[src/rtl/rand_bcd_display_pkg.sv]
// Shared constants for the random-number BCD display slice:
// FSM encodings, seven-segment table and the double-dabble adjust step.
package rand_bcd_display_pkg;

    localparam int BCD_DIGITS = 3;
    localparam int BCD_W      = 4 * BCD_DIGITS;

    typedef logic [0:0] state_t;

    localparam state_t IDLE = 1'b0;
    localparam state_t CONV = 1'b1;

    // Active-high gfedcba, index 15 first so SEG_TABLE[n] is digit n.
    localparam logic [6:0] SEG_BLANK = 7'h00;
    localparam logic [15:0][6:0] SEG_TABLE = {
        7'h71, 7'h79, 7'h5E, 7'h39,
        7'h7C, 7'h77, 7'h6F, 7'h7F,
        7'h07, 7'h7D, 7'h6D, 7'h66,
        7'h4F, 7'h5B, 7'h06, 7'h3F
    };

    function automatic logic [BCD_W-1:0] dabble_adjust(
        input logic [BCD_W-1:0] bcd
    );
        logic [BCD_W-1:0] r;
        r = bcd;
        for (int i = 0; i < BCD_DIGITS; i++) begin
            if (r[4*i +: 4] >= 4'd5) begin
                r[4*i +: 4] = r[4*i +: 4] + 4'd3;
            end
        end
        return r;
    endfunction

endpackage

[src/rtl/seg7_hex_dec.sv]
// Nibble to seven-segment decoder with forced blank and polarity select.
// Combinational; shared by the decimal and hex digit drivers.
module seg7_hex_dec
    import rand_bcd_display_pkg::*;
(
    input  logic [3:0] nibble,
    input  logic       blank,
    input  logic       active_low,
    output logic [6:0] seg
);

    logic [6:0] seg_ah;

    always_comb begin
        seg_ah = blank ? SEG_BLANK : SEG_TABLE[nibble];
        seg    = active_low ? ~seg_ah : seg_ah;
    end

endmodule

[src/rtl/rand_bcd_display.sv]
// Converts accepted LFSR values to three BCD digits by sequential
// double-dabble and drives three decimal and two hex segment digits.
module rand_bcd_display
    import rand_bcd_display_pkg::*;
#(
    parameter int DW             = 8,
    parameter bit SEG_ACTIVE_LOW = 1'b1,
    parameter bit BLANK_LZ       = 1'b1
) (
    input  logic          clk,
    input  logic          rst,
    input  logic          in_valid,
    input  logic [DW-1:0] in_data,
    output logic          in_ready,
    output logic          out_valid,
    output logic [11:0]   out_bcd,
    output logic [6:0]    seg_h,
    output logic [6:0]    seg_t,
    output logic [6:0]    seg_o,
    output logic [6:0]    seg_xh,
    output logic [6:0]    seg_xl
);

    localparam int            CW   = 4;
    localparam logic [CW-1:0] LAST = CW'(DW - 1);

    state_t              state_q;
    logic [DW-1:0]       bin_q;
    logic [BCD_W-1:0]    work_q;
    logic [CW-1:0]       cnt_q;
    logic [7:0]          hex_q;
    logic [7:0]          hex_d;

    logic                accept;
    logic                last_shift;
    logic [BCD_W-1:0]    work_adj;
    logic [BCD_W+DW-1:0] shifted;
    logic [BCD_W-1:0]    work_nx;
    logic [DW-1:0]       bin_nx;

    assign in_ready   = (state_q == IDLE);
    assign accept     = in_valid && in_ready;
    assign last_shift = (cnt_q == LAST);

    // One shift-and-add-3 step across the joined {bcd, bin} register.
    assign work_adj = dabble_adjust(work_q);
    assign shifted  = {work_adj, bin_q} << 1;
    assign work_nx  = shifted[BCD_W+DW-1:DW];
    assign bin_nx   = shifted[DW-1:0];

    if (DW >= 8) begin : g_hex_trunc
        assign hex_d = in_data[7:0];
    end else begin : g_hex_ext
        assign hex_d = {{(8-DW){1'b0}}, in_data};
    end

    always_ff @(posedge clk or posedge rst) begin
        if (rst) begin
            state_q   <= IDLE;
            bin_q     <= '0;
            work_q    <= '0;
            cnt_q     <= '0;
            hex_q     <= '0;
            out_valid <= 1'b0;
            out_bcd   <= '0;
        end else begin
            out_valid <= 1'b0;
            case (state_q)
                IDLE: begin
                    if (accept) begin
                        bin_q   <= in_data;
                        work_q  <= '0;
                        cnt_q   <= '0;
                        hex_q   <= hex_d;
                        state_q <= CONV;
                    end
                end
                CONV: begin
                    bin_q  <= bin_nx;
                    work_q <= work_nx;
                    cnt_q  <= cnt_q + 4'd1;
                    if (last_shift) begin
                        out_bcd   <= work_nx;
                        out_valid <= 1'b1;
                        state_q   <= IDLE;
                    end
                end
                default: state_q <= IDLE;
            endcase
        end
    end

    logic [3:0] dig_h;
    logic [3:0] dig_t;
    logic [3:0] dig_o;
    logic       blank_h;
    logic       blank_t;
    logic       blank_o;

    assign dig_h = out_bcd[11:8];
    assign dig_t = out_bcd[7:4];
    assign dig_o = out_bcd[3:0];

    // Non-decimal nibbles blank rather than show a hex letter.
    assign blank_h = (dig_h > 4'd9)
                   || (BLANK_LZ && dig_h == 4'd0);
    assign blank_t = (dig_t > 4'd9)
                   || (BLANK_LZ && dig_h == 4'd0 && dig_t == 4'd0);
    assign blank_o = (dig_o > 4'd9);

    seg7_hex_dec u_dec_h (
        .nibble     (dig_h),
        .blank      (blank_h),
        .active_low (SEG_ACTIVE_LOW),
        .seg        (seg_h)
    );

    seg7_hex_dec u_dec_t (
        .nibble     (dig_t),
        .blank      (blank_t),
        .active_low (SEG_ACTIVE_LOW),
        .seg        (seg_t)
    );

    seg7_hex_dec u_dec_o (
        .nibble     (dig_o),
        .blank      (blank_o),
        .active_low (SEG_ACTIVE_LOW),
        .seg        (seg_o)
    );

    seg7_hex_dec u_dec_xh (
        .nibble     (hex_q[7:4]),
        .blank      (1'b0),
        .active_low (SEG_ACTIVE_LOW),
        .seg        (seg_xh)
    );

    seg7_hex_dec u_dec_xl (
        .nibble     (hex_q[3:0]),
        .blank      (1'b0),
        .active_low (SEG_ACTIVE_LOW),
        .seg        (seg_xl)
    );

endmodule

[config.mk]
export PLATFORM = sky130hd
export DESIGN_NAME = rand_bcd_display
export DESIGN_NICKNAME = d
export VERILOG_FILES = /design/src/rtl/rand_bcd_display_pkg.sv /design/src/rtl/seg7_hex_dec.sv /design/src/rtl/rand_bcd_display.sv
export SDC_FILE = /design/constraint.sdc
export NUM_CORES = 1
export LEC_CHECK = 0
export CAP_MARGIN = 25
export CORE_UTILIZATION = 56
export CTS_BUF_LIST = sky130_fd_sc_hd__clkbuf_2
export DETAILED_ROUTE_END_ITERATION = 8
export GPL_ROUTABILITY_DRIVEN = 0
export PLACE_DENSITY = 0.9
export SLEW_MARGIN = 10
export SYNTH_ARGS = -nofsm -noshare
export SYNTH_HDL_FRONTEND = slang
export SYNTH_HIERARCHICAL = 1
export SYNTH_SLANG_ARGS = --single-unit
[constraint.sdc]
create_clock -name clk -period 3.5 [get_ports clk]
set_input_delay 0.7 -clock clk [delete_from_list [all_inputs] [get_ports clk]]
set_output_delay 0.7 -clock clk [all_outputs]
set_load 0.02 [all_outputs]
==> out/results.ini <==
[run_status]
status=completed

[floorplanning]
fp.dieW_um=85.5
core-area_um2=6760
dieArea_um2=7310
initial_core_util=0.578
die_h_um=85.5
io-pin-count=60
rows=30

[yosys]
synth_cells=403
ys_warn_count=6
ys.flop_type=dfrtp_1
synthArstFlopShare=1.00
ys_seq_elements=46
synth.avg_cell_area_um2=9.69
seq_area_frac_synth=0.295
synth_cell_types=45
syn_area_um2=3910
synth-edff-count=0

[worst_setup_path]
start_kind=flip-flop
crit_fanout=6
cp.arrival_ps=2600
required_ps=2800
criticalPathCategory=flip-flop to output pin
end_kind=output pin

[global_routing]
grt_pass1_vias=3030
grt_overflow=0
grt_use_total=0.232
grt_max_degree=47
grt_pass1_wl_mm=13.7
antenna_found_initial=0

[clock_network]
htreeDepth=2
clock_tree.root_cell=clkbuf_2
cts_tree=done
numCtsBuffers=5
clk_latency_ps=410
hold_buffers=0
clkSlewWorstSetupHoldPaths_ps=210
clock_path_buffers=2
clock-sinks=46

[job]
drv_cap=0

[hold_path]
hold_path_class=input port to asynchronous set/reset pin

[cells_and_area]
final_util=0.684
seq_area_um2=1160
n_fill_cell=517
final_cell_mix=clkdlybuf4s50_1 (58), dfrtp_1 (38), ha_1 (37)
layout_commonest_cell=clkdlybuf4s50_1
multi_input_area_um2=2570
final_cell_count_no_fill=548
n_antenna_cell=0
nets=517
drive_gt1_frac=0.137
synthToLayoutAreaGrowth_pct=18.3

[power]
clkPwrFrac=0.039
finalPower_w=0.00514
p_per_area_nw_per_um2=1110
p_int_w=0.00264
p_seq_frac=0.230
power_switching_w=0.00250
p_sw_frac=0.487
combPwrFrac=0.732
p_leak_nw=2.12
peakVddDrop_mv=0.504

[timing]
setup_tns_ps=0
tightest_slew_ps=609
relSlewSlack=0.592
finalSetupViolations=0
fin_crit_sh=0.941
hold_viol=0
worst_clock_skew_ps=17.1
fin_crit_ps=3300
fmax_mhz=303
rsz0062_at_grt=no
final-max-slew-violation-count=0

[routing]
vias=3086
first_pass_iters=4
remaining_drc_errors=0
postRouteAntennaNets=0
routed_wl_mm=7.99
avgRoutedWirePerCell_um=14.6
via_per_inst=5.63
drtIter0Drc=170

[place]
dp_cells=541
port_buffers=59
dp_hpwl_mm=6.03

## state kept, by name (all words and copies together) (netlist names)
register,cells
bin_q,8
state_q,1
hex_q,8
out_valid,1
work_q,12
out_bcd,12
cnt_q,4
## worst max-delay path, stage by stage (launching register included)
cell and delay [ps]:
dfrtp_1 470, inv_1 130, ha_1 310, inv_1 50
mux4_1 490, nor2_1 130, xor2_1 80, clkdlybuf4s50_1 540
## synthesized netlist by cell type (4+ instances only)
cell type / number / area (um^2)
nor3b_1: 5 / 37.5
mux2_4: 4 / 60.1
xor2_1: 35 / 307
a221oi_2: 5 / 75.1
nor2_1: 34 / 128
o21ai_0: 19 / 95.1
mux2_2: 15 / 169
a211oi_2: 5 / 62.6
buf_1: 5 / 18.8
a211oi_1: 5 / 37.5
nand2_1: 28 / 105
a311oi_1: 5 / 43.8
mux4_1: 5 / 131
buf_2: 9 / 45.0
o21ai_1: 4 / 20.0
nor3_1: 16 / 80.1
a21oi_1: 10 / 50.1
and2b_1: 5 / 37.5
a221oi_1: 5 / 43.8
dfrtp_1: 46 / 1150
mux2i_1: 26 / 260
ha_1: 37 / 463
a31o_2: 5 / 43.8
inv_1: 28 / 105
buf_6: 5 / 56.3
## power by group through the flow
stage / logic [W] / registers [W] / clock network [W]
after detailed placement: 0.00375 / 0.00118 / 0
final: 0.00376 / 0.00118 / 0.000198
after global routing: 0.00409 / 0.00124 / 0.000226
after global placement: 0.00358 / 0.00115 / 0
after floorplan: 0.00260 / 0.00109 / 0
after CTS: 0.00377 / 0.00117 / 0.000207
## what timing repair did
item,4_1_cts,5_1_grt
gates resized for setup,0,9
setup endpoints to repair,0,5
setup buffers,0,0
## cell type report
cell class,count,area share
timing repair buffer,65,0.141
clock inverter,1,0.000812
multi-input combinational,322,0.556
inverter,29,0.0241
tap,80,0.0217
sequential,46,0.251
clock buffer,5,0.00542
## final timing paths
path / depth (start not counted) / startpoint / slack [ps] / endpoint
setup / recovery: 7 / hex_q[1] / 200 / seg_xl[3]
max in group asynchronous: 3 / rst / 2550 / out_bcd[0]
min in group clk: 2 / bin_q[2] / 520 / bin_q[3]
setup reg to reg: 5 / state_q / 1670 / out_bcd[9]
hold / removal: 2 / rst / 470 / work_q[10]
hold reg to reg: 2 / bin_q[2] / 520 / bin_q[3]
## routing by layer
layer | vias to the layer above | track usage | wire length, um
met4 | 0 | 0.0591 | 109
li1 | 1520 | - | -
met3 | 11 | 0.0375 | 221
met1 | 1490 | 0.287 | 3480
met2 | 65 | 0.422 | 4170
met5 | - | 0 | 0
## through the flow
step | hold WS, ps | setup WS (ps) | area, um^2
floorplan | 449 | 818 | 3970
global placement | 461 | 683 | 4560
detailed placement | 477 | 560 | 4560
CTS | 519 | 59.2 | 4590
global route | 451 | 18.4 | 4620
finish | 471 | 205 | 4620
## cells by family (layout without fill, tap and decap cells)
family                   count (synthesis)  after routing  synth area share
multiplexers                            50             50             0.159
AO/OA/AOI/OAI                           79             79             0.157
AND/OR/NAND/NOR                         99             99             0.120
flip-flops                              46             46             0.295
buffers and inverters                   52            100            0.0641
adder cells (fa/ha/maj)                 37             37             0.119
XOR/XNOR                                38             38            0.0852
other                                    2             19           0.00192
No activity file was read; power rests on OpenSTA's default activity.
